### src/rtl/axi_lite_pkg.sv
// rtl/axi_lite_pkg.sv - shared types, response codes and FSM states for the AXI4-Lite register bank
package axi_lite_pkg;

  localparam int ADDR_W_DEF = 32;
  localparam int DATA_W_DEF = 32;

  typedef logic [ADDR_W_DEF-1:0]   addr_t;
  typedef logic [DATA_W_DEF-1:0]   data_t;
  typedef logic [DATA_W_DEF/8-1:0] strb_t;
  typedef logic [1:0]              resp_t;

  localparam resp_t RESP_OKAY   = 2'b00;
  localparam resp_t RESP_SLVERR = 2'b10;
  localparam resp_t RESP_DECERR = 2'b11;

  typedef enum logic [1:0] {
    WR_IDLE    = 2'd0,
    WR_COLLECT = 2'd1,
    WR_COMMIT  = 2'd2,
    WR_RESP    = 2'd3
  } wr_state_e;

  typedef enum logic {
    RD_IDLE = 1'b0,
    RD_RESP = 1'b1
  } rd_state_e;

endpackage

### src/rtl/axi_lite_addr_decode.sv
// rtl/axi_lite_addr_decode.sv - combinational address to register index / range / read-only decode
module axi_lite_addr_decode
  import axi_lite_pkg::*;
#(
  parameter int                  ADDR_W   = 32,
  parameter int                  DATA_W   = 32,
  parameter int                  NUM_REGS = 16,
  parameter logic [NUM_REGS-1:0] RO_MASK  = '0
) (
  input  logic [ADDR_W-1:0]           i_addr,
  output logic [$clog2(NUM_REGS)-1:0] o_idx,
  output logic                        o_oor,
  output logic                        o_ro
);

  localparam int                BYTE_LSB = $clog2(DATA_W / 8);
  localparam int                IDX_W    = $clog2(NUM_REGS);
  localparam logic [ADDR_W:0]   LIMIT    = (ADDR_W + 1)'(NUM_REGS * (DATA_W / 8));

  // Low byte-offset bits are dropped, so misaligned addresses land on their containing word
  assign o_idx = i_addr[BYTE_LSB +: IDX_W];
  assign o_oor = ({1'b0, i_addr} >= LIMIT);
  assign o_ro  = RO_MASK[o_idx] && !o_oor;

endmodule

### src/rtl/axi_lite_reg_bank.sv
// rtl/axi_lite_reg_bank.sv - AXI4-Lite slave register bank with strobes, read-only status slots and error responses
module axi_lite_reg_bank
  import axi_lite_pkg::*;
#(
  parameter int                           ADDR_W    = 32,
  parameter int                           DATA_W    = 32,
  parameter int                           NUM_REGS  = 16,
  parameter logic [NUM_REGS-1:0]          RO_MASK   = '0,
  parameter logic [NUM_REGS*DATA_W-1:0]   RESET_VAL = '0
) (
  input  logic                         aclk,
  input  logic                         areset,
  input  logic [ADDR_W-1:0]            awaddr,
  input  logic                         awvalid,
  output logic                         awready,
  input  logic [DATA_W-1:0]            wdata,
  input  logic [DATA_W/8-1:0]          wstrb,
  input  logic                         wvalid,
  output logic                         wready,
  output logic [1:0]                   bresp,
  output logic                         bvalid,
  input  logic                         bready,
  input  logic [ADDR_W-1:0]            araddr,
  input  logic                         arvalid,
  output logic                         arready,
  output logic [DATA_W-1:0]            rdata,
  output logic [1:0]                   rresp,
  output logic                         rvalid,
  input  logic                         rready,
  output logic [NUM_REGS*DATA_W-1:0]   regs_o,
  input  logic [NUM_REGS*DATA_W-1:0]   status_i,
  output logic [NUM_REGS-1:0]          wr_pulse_o
);

  localparam int IDX_W  = $clog2(NUM_REGS);
  localparam int STRB_W = DATA_W / 8;

  wr_state_e             r_wr_state;
  rd_state_e             r_rd_state;
  logic                  r_aw_held;
  logic                  r_w_held;
  logic [ADDR_W-1:0]     r_awaddr;
  logic [DATA_W-1:0]     r_wdata;
  logic [STRB_W-1:0]     r_wstrb;
  logic                  r_bvalid;
  resp_t                 r_bresp;
  logic                  r_rvalid;
  resp_t                 r_rresp;
  logic [DATA_W-1:0]     r_rdata;
  logic [NUM_REGS-1:0]   r_wr_pulse;
  logic [DATA_W-1:0]     r_regs [NUM_REGS];

  logic [IDX_W-1:0]      w_aw_idx;
  logic [IDX_W-1:0]      w_ar_idx;
  logic                  w_aw_oor;
  logic                  w_aw_ro;
  logic                  w_ar_oor;
  logic                  w_ar_ro;
  logic                  w_aw_hs;
  logic                  w_w_hs;
  logic                  w_ar_hs;
  logic                  w_aw_have;
  logic                  w_w_have;

  axi_lite_addr_decode #(
    .ADDR_W(ADDR_W), .DATA_W(DATA_W), .NUM_REGS(NUM_REGS), .RO_MASK(RO_MASK)
  ) u_aw_dec (
    .i_addr(r_awaddr), .o_idx(w_aw_idx), .o_oor(w_aw_oor), .o_ro(w_aw_ro)
  );

  axi_lite_addr_decode #(
    .ADDR_W(ADDR_W), .DATA_W(DATA_W), .NUM_REGS(NUM_REGS), .RO_MASK(RO_MASK)
  ) u_ar_dec (
    .i_addr(araddr), .o_idx(w_ar_idx), .o_oor(w_ar_oor), .o_ro(w_ar_ro)
  );

  assign awready   = !areset && !r_aw_held && !r_bvalid;
  assign wready    = !areset && !r_w_held && !r_bvalid;
  assign arready   = !areset && (r_rd_state == RD_IDLE);
  assign w_aw_hs   = awvalid && awready;
  assign w_w_hs    = wvalid && wready;
  assign w_ar_hs   = arvalid && arready;
  assign w_aw_have = r_aw_held || w_aw_hs;
  assign w_w_have  = r_w_held || w_w_hs;

  assign bvalid     = r_bvalid;
  assign bresp      = r_bresp;
  assign rvalid     = r_rvalid;
  assign rresp      = r_rresp;
  assign rdata      = r_rdata;
  assign wr_pulse_o = r_wr_pulse;

  for (genvar g = 0; g < NUM_REGS; g++) begin : g_regs_o
    assign regs_o[g*DATA_W +: DATA_W] = RO_MASK[g] ? '0 : r_regs[g];
  end

  always_ff @(posedge aclk or posedge areset) begin
    if (areset) begin
      r_wr_state <= WR_IDLE;
      r_aw_held  <= 1'b0;
      r_w_held   <= 1'b0;
      r_awaddr   <= '0;
      r_wdata    <= '0;
      r_wstrb    <= '0;
      r_bvalid   <= 1'b0;
      r_bresp    <= RESP_OKAY;
      r_wr_pulse <= '0;
      for (int i = 0; i < NUM_REGS; i++) begin
        r_regs[i] <= RO_MASK[i] ? '0 : RESET_VAL[i*DATA_W +: DATA_W];
      end
    end else begin
      r_wr_pulse <= '0;
      case (r_wr_state)
        WR_IDLE, WR_COLLECT: begin
          if (w_aw_hs) begin
            r_aw_held <= 1'b1;
            r_awaddr  <= awaddr;
          end
          if (w_w_hs) begin
            r_w_held <= 1'b1;
            r_wdata  <= wdata;
            r_wstrb  <= wstrb;
          end
          if (w_aw_have && w_w_have)      r_wr_state <= WR_COMMIT;
          else if (w_aw_have || w_w_have) r_wr_state <= WR_COLLECT;
          else                            r_wr_state <= WR_IDLE;
        end
        WR_COMMIT: begin
          r_aw_held  <= 1'b0;
          r_w_held   <= 1'b0;
          r_bvalid   <= 1'b1;
          r_wr_state <= WR_RESP;
          if (w_aw_oor) begin
            r_bresp <= RESP_DECERR;
          end else if (w_aw_ro) begin
            r_bresp <= RESP_SLVERR;
          end else begin
            // Pulse fires on any accepted writable commit, even with an all-zero strobe
            r_bresp              <= RESP_OKAY;
            r_wr_pulse[w_aw_idx] <= 1'b1;
            for (int b = 0; b < STRB_W; b++) begin
              if (r_wstrb[b]) r_regs[w_aw_idx][b*8 +: 8] <= r_wdata[b*8 +: 8];
            end
          end
        end
        WR_RESP: begin
          if (bready) begin
            r_bvalid   <= 1'b0;
            r_wr_state <= WR_IDLE;
          end
        end
        default: r_wr_state <= WR_IDLE;
      endcase
    end
  end

  // Register array is read before any same-edge commit lands, giving pre-commit data
  always_ff @(posedge aclk or posedge areset) begin
    if (areset) begin
      r_rd_state <= RD_IDLE;
      r_rvalid   <= 1'b0;
      r_rresp    <= RESP_OKAY;
      r_rdata    <= '0;
    end else begin
      case (r_rd_state)
        RD_IDLE: begin
          if (w_ar_hs) begin
            r_rvalid   <= 1'b1;
            r_rd_state <= RD_RESP;
            if (w_ar_oor) begin
              r_rdata <= '0;
              r_rresp <= RESP_DECERR;
            end else if (w_ar_ro) begin
              r_rdata <= status_i[w_ar_idx*DATA_W +: DATA_W];
              r_rresp <= RESP_OKAY;
            end else begin
              r_rdata <= r_regs[w_ar_idx];
              r_rresp <= RESP_OKAY;
            end
          end
        end
        RD_RESP: begin
          if (rready) begin
            r_rvalid   <= 1'b0;
            r_rd_state <= RD_IDLE;
          end
        end
        default: r_rd_state <= RD_IDLE;
      endcase
    end
  end

endmodule

### config.mk
export PLATFORM = sky130hd
export DESIGN_NAME = axi_lite_reg_bank
export DESIGN_NICKNAME = d
export VERILOG_FILES = /design/src/rtl/axi_lite_pkg.sv /design/src/rtl/axi_lite_addr_decode.sv /design/src/rtl/axi_lite_reg_bank.sv
export SDC_FILE = /design/constraint.sdc
export NUM_CORES = 1
export LEC_CHECK = 0
export CORE_AREA = 2 2 461 463
export DETAILED_ROUTE_END_ITERATION = 6
export DIE_AREA = 0 0 463 465
export DONT_BUFFER_PORTS = 1
export PLACE_DENSITY = 0.3
export SYNTH_ARGS = -nofsm -noshare
export SYNTH_HDL_FRONTEND = slang
export SYNTH_SLANG_ARGS = --single-unit
### constraint.sdc
create_clock -name aclk -period 60.1 [get_ports aclk]
set_clock_uncertainty 0.15 [all_clocks]
set_input_delay 3.005 -clock aclk [delete_from_list [all_inputs] [get_ports aclk]]
set_output_delay 3.005 -clock aclk [all_outputs]
set_load 0.005 [all_outputs]
; Word-level counts from Yosys, hierarchy flattened
; Memories as Yosys holds them, arrays and structs flattened.
; Cells that the tools add are included.
[totals]
register_bits = 639
rom_bits = 32
in_bits = 619
out_inout_bits = 569
word_cells = 143
n_memories = 2
[memory_table]
columns = memory, depth, word_bits, read_ports, rd_clocked_by_memory_dff, wr, line
row1 = (no name shown), 16, 1, 1, 0, 0, axi_lite_addr_decode.sv:23  ; assign o_ro = RO_MASK[o_idx] && !o_oor;
row2 = (no name shown), 16, 1, 1, 0, 0, axi_lite_addr_decode.sv:23
[op_classes]
magnitude_cmp = 8
eq_ne = 8
n_shift = 1
mux = 56
bitwise_logic = 5
reduce_logical = 34
[ops]
columns = operator, count
row1 = $mux W512, 13
row2 = $bwmux W512, 4
row3 = $demux W32 S4, 4
row4 = $shiftx A512 B10 Y32, 1
row5 = $mux W32, 5
row6 = $bmux W32 S4, 1
row7 = $ge A32 B7 Y1 const B, 2
row8 = $mux W16, 4
row9 = $mux W24, 1
row10 = $reduce_and A2 Y1, 7
row11 = $logic_and A1 B1 Y1, 13
row12 = $mux W1, 11
row13 = $ge A5 B5 Y1 const B, 2
row14 = $lt A4 B5 Y1 const B, 2
row15 = $mux W2, 5
row16 = $ne A2 B2 Y1 const B, 5
row17 = $not A4 Y5, 2
row18 = $pmux W1 S2, 5
row19 = $mux W8, 1
row20 = $logic_not A1 Y1, 6
row21 = $pmux W2 S3, 1
row22 = $lt A5 B1 Y1 const B, 1
row23 = $demux W1 S4, 1
row24 = $eq A2 B2 Y1 const B, 2
row25 = other kinds (8), 13

; Depth between registers and ports, before layout
[depth]
ltp_word = 22
depth_mapped = 7
ltp_nobuf = 5

; Hierarchy
; A second synthesis with hierarchy kept.
[unflattened]
hier_cells = 2364
hier_area_um2 = 32715.1
[by_module_without_submodules]
columns = module, instances, cells_per_inst, area_each_um2, seq_area_each_um2
row1 = axi_lite_reg_bank, 1, 2334, 32509.9, 15965.3
row2 = axi_lite_addr_decode, 2, 15, 102.6, 0.0

; Worst setup path before layout
; Ideal clock, no wire load.
[synth_path]
path_type = input to output
startpoint = input port areset
endpoint = output port wready
arrival_ns = 3.244
required_ns = 56.945
slack_ns = 53.701
path_stages = 1
path_buffers = 0
path_cell_list = nor3_1
[synth_via]
elab_chain_cells = 3
[synth_rtl]
columns = item, line
row1 = from (decl), axi_lite_reg_bank.sv:12  ; input logic areset,
row2 = $logic_not A1 Y1 (no line), -
row3 = $logic_and A1 B1 Y1 (2 in a row), axi_lite_reg_bank.sv:78  ; assign wready = !areset && !r_w_held && !r_bvalid;
row4 = to (decl), axi_lite_reg_bank.sv:19  ; output logic wready,
; Every way passes these cells.

; Final worst setup path
; Ends and elaborated chain as after synthesis.

==> flow_summary.json <==
{
  "worst-path-max-fanout": 4,
  "filler_cell_count": 22900,
  "synthDominantCellAreaShare": 0.550,
  "grt_setup_unrepaired": "no",
  "portBuffers": 0,
  "mappedNetlistNets": 2378,
  "outcome": "complete, no violations",
  "timing.fmax_mhz": 147,
  "fin_tns_setup_ns": 0,
  "combPwrFrac": 0.081,
  "worst-r2r-setup-slack_ns": 56.38,
  "h-tree-depth": 3,
  "post_cts_resize_count": 0,
  "worst_ir_drop_vdd_mv": 0.0217,
  "antenna_found_initial": 25,
  "finished_layout_cells": 4697,
  "netlist_area_um2": 28900,
  "synth_cell_type_count": 38,
  "worst_setup_path_start_kind": "primary input",
  "cts_root_buf": "sky130_fd_sc_hd__clkbuf_16",
  "min-delay-path-class": "register to register",
  "floorplan.initialDensity": 0.137,
  "ff2ff_path_depth": 3,
  "synth.yosys.warnings": 0,
  "synth_edf_count": 0,
  "final_weighted_congestion_in_routability_driven_placement": 0.752,
  "track_usage": 0.128,
  "grt_max_degree": 158,
  "dieHeight_um": 465,
  "cts_hold_buf": 0,
  "critPathBufInv": 0,
  "cts_setup_buffers": 0,
  "top_level_ports": 1188,
  "report.final.slew_viol_count": 0,
  "synth_async_sr_flop_share": 1.00,
  "avgViaCountPerCell": 3.62,
  "die-area_um2": 215000,
  "setup.worst_path.class": "primary input to output port",
  "setup_viol": 0,
  "p_seq_frac": 0.444,
  "nets": 2419,
  "first_pass_grt_wire_length_um": 186000,
  "hold_path_depth": 2,
  "yosys_most_used_dff": "sky130_fd_sc_hd__dfrtp_1",
  "cts_inserted_buffers": 86,
  "cts_sinks": 635,
  "report.final.hold_viol_count": 0,
  "drt-met1-wl_um": 50600,
  "chipWidth_um": 463,
  "final_critical_delay_including_setup_and_external_delays_ns": 6.79,
  "detailroute.via_count": 17000,
  "drt_iter0_markers": 668,
  "worst-endpoint-required_ns": 56.94,
  "via_count_of_the_first_global_routing_pass": 18500,
  "synth.area.top_cells": "sky130_fd_sc_hd__dfrtp_1 (55%), sky130_fd_sc_hd__mux2_2 (12%), sky130_fd_sc_hd__mux4_2 (10%)",
  "met3_length_um": 13600,
  "critical_path_cell_count": 1,
  "timing.critical_path.arrival_ns": 3.63,
  "route.top_layer_used": "met4",
  "cp_slowest_stage_delay_ns": 0.62,
  "yosys_register_bits": 635,
  "netSwitchingFraction": 0.295,
  "critical_path.endpoint_type": "output port",
  "clk-insertion-delay-late_ns": 0.71,
  "fp-row-count": 169,
  "sequential_cell_area_um2": 15900,
  "dpl.hpwl_um": 99000,
  "overflow": 0,
  "total_area_of_multi_input_combinational_cells_um2": 12500,
  "cp_cell_sequence": "nor3_2",
  "clk_pin_slew_worst_paths_ns": 0.05,
  "synth_largest_area_cell": "sky130_fd_sc_hd__dfrtp_1",
  "wire_per_inst_um": 29.8,
  "fraction_of_the_cycle_the_final_worst_path_needs": 0.113,
  "tritoncts": "built",
  "timing_worst_slew_pin_value_ns": 1.35,
  "worst_path_max_delay_cell": "sky130_fd_sc_hd__nor3_2",
  "drt_pass1_iterations": 5,
  "synth_sequential_area_ratio": 0.550,
  "clock_path_buffers": 3,
  "dp.cells": 4532,
  "area_growth_pct": 23.5,
  "power.switching_uw": 353,
  "clock_power_share": 0.474,
  "max_cap_viol_count": 0,
  "syn_area_per_cell_um2": 16.4,
  "synthCells": 1758,
  "drtAntennaViolNets": 0,
  "design.core.area_um2": 211000,
  "p_leak_uw": 0.0160,
  "power_per_cell_area_nw_per_um2": 33.5,
  "post_route_cells_drive_above_1_share": 0.463,
  "drt_drc_violations_left": 0,
  "internal-power_uw": 843,
  "finalWirelength_um": 140000,
  "timing.critical_path.max_delay_family": "simple AND/OR/NAND/NOR gates",
  "maxSlewHeadroom": 0.0981,
  "dr_wl_met2_um": 71300
}
-- metal layers --
layer,global-route usage,vias to the layer above
met3,0.0546,189
met2,0.225,733
met1,0.136,9265
li1,-,6823
met4,0.0451,0
met5,0,-
-- flip-flops by register name (all words and copies together) (netlist names) --
name and count:
regs_o 512, rvalid 1, r_wdata 32, bvalid 1, r_awaddr 30, r_rd_state 1
wr_pulse_o 16, r_wstrb 4, r_aw_held 1, bresp 1, rresp 1, rdata 32
r_wr_state 2, r_w_held 1
-- logic make-up (layout without fill, tap and decap cells) --
| logic type | Yosys count | count (layout) | synth area share |
|---|---|---|---|
| multiplexers | 709 | 709 | 0.346 |
| flip-flops | 635 | 635 | 0.550 |
| adder cells (fa/ha/maj) | 1 | 1 | 0.000433 |
| buffers and inverters | 122 | 227 | 0.0181 |
| AND/OR/NAND/NOR | 190 | 190 | 0.0575 |
| AO/OA/AOI/OAI | 101 | 101 | 0.0274 |
| other | 0 | 13 | 0 |
-- path summary, 6_finish.rpt --
path | start | end
setup / recovery | areset | wready
hold / removal | rvalid | rvalid
setup reg to reg | r_awaddr[4] | regs_o[210]
hold reg to reg | rvalid | rvalid
max in group asynchronous | areset | regs_o[274]
min in group asynchronous | areset | rdata[0]
-- synth_stat cells, types with 5 or more instances --
cell	number
sky130_fd_sc_hd__a22o_1	32
sky130_fd_sc_hd__a22oi_1	62
sky130_fd_sc_hd__and2_1	9
sky130_fd_sc_hd__buf_1	18
sky130_fd_sc_hd__buf_2	6
sky130_fd_sc_hd__buf_4	5
sky130_fd_sc_hd__clkbuf_1	85
sky130_fd_sc_hd__dfrtp_1	635
sky130_fd_sc_hd__mux2_1	120
sky130_fd_sc_hd__mux2_2	306
sky130_fd_sc_hd__mux2_4	152
sky130_fd_sc_hd__mux4_2	128
sky130_fd_sc_hd__nand2_1	45
sky130_fd_sc_hd__nand2b_1	7
sky130_fd_sc_hd__nand3_1	9
sky130_fd_sc_hd__nand4_1	26
sky130_fd_sc_hd__nor2_1	23
sky130_fd_sc_hd__nor2b_1	6
sky130_fd_sc_hd__nor4_1	6
sky130_fd_sc_hd__nor4_2	6
sky130_fd_sc_hd__nor4_4	25
sky130_fd_sc_hd__nor4b_4	13
-- power by group through the flow --
stage | logic, uW | clock network (uW) | registers (uW)
detailed placement | 101 | 0 | 542
CTS | 101 | 591 | 534
global route | 105 | 606 | 541
finish | 97.3 | 568 | 531
global placement | 98.6 | 0 | 538
floorplan | 101 | 0 | 482
-- layout by cell type, fill, tap and decap left out, drive strengths merged, types with 6 or more instances in the layout --
cell type and count:
a22o 32, inv 8, nor4b 13, nor4 37, clkbuf 112, nand4 27, a22oi 62, dfrtp 635
diode 13, mux2 578, nand2b 7, clkinv 18, bufinv 15, buf 71, nand2 45, nor2b 6
mux4 128, nand3 9, nor2 23, and2 10
-- cell type report --
type | count | area share
Sequential cell | 635 | 0.446
Tap cell | 2821 | 0.0990
Timing Repair Buffer | 71 | 0.0153
Clock buffer | 112 | 0.0693
Clock inverter | 40 | 0.0176
Antenna cell | 13 | 0.000912
Multi-Input combinational cell | 1001 | 0.352
Inverter | 4 | 0.000632
-- through the flow --
stage / total power (uW) / util / worst slack [ns] / hold slack, ns / cell area (um^2)
after floorplan: 583 / - / 39.16 / 0.317 / 28900
after global placement: 636 / 0.154 / 52.99 / 0.358 / 32500
after detailed placement: 642 / 0.154 / 52.87 / 0.357 / 32500
after CTS: 1230 / 0.169 / 53.30 / 0.370 / 35600
after global routing: 1250 / 0.169 / 53.20 / 0.389 / 35600
final: 1200 / 0.169 / 53.31 / 0.366 / 35700
Power figures use the tool's default switching activity.
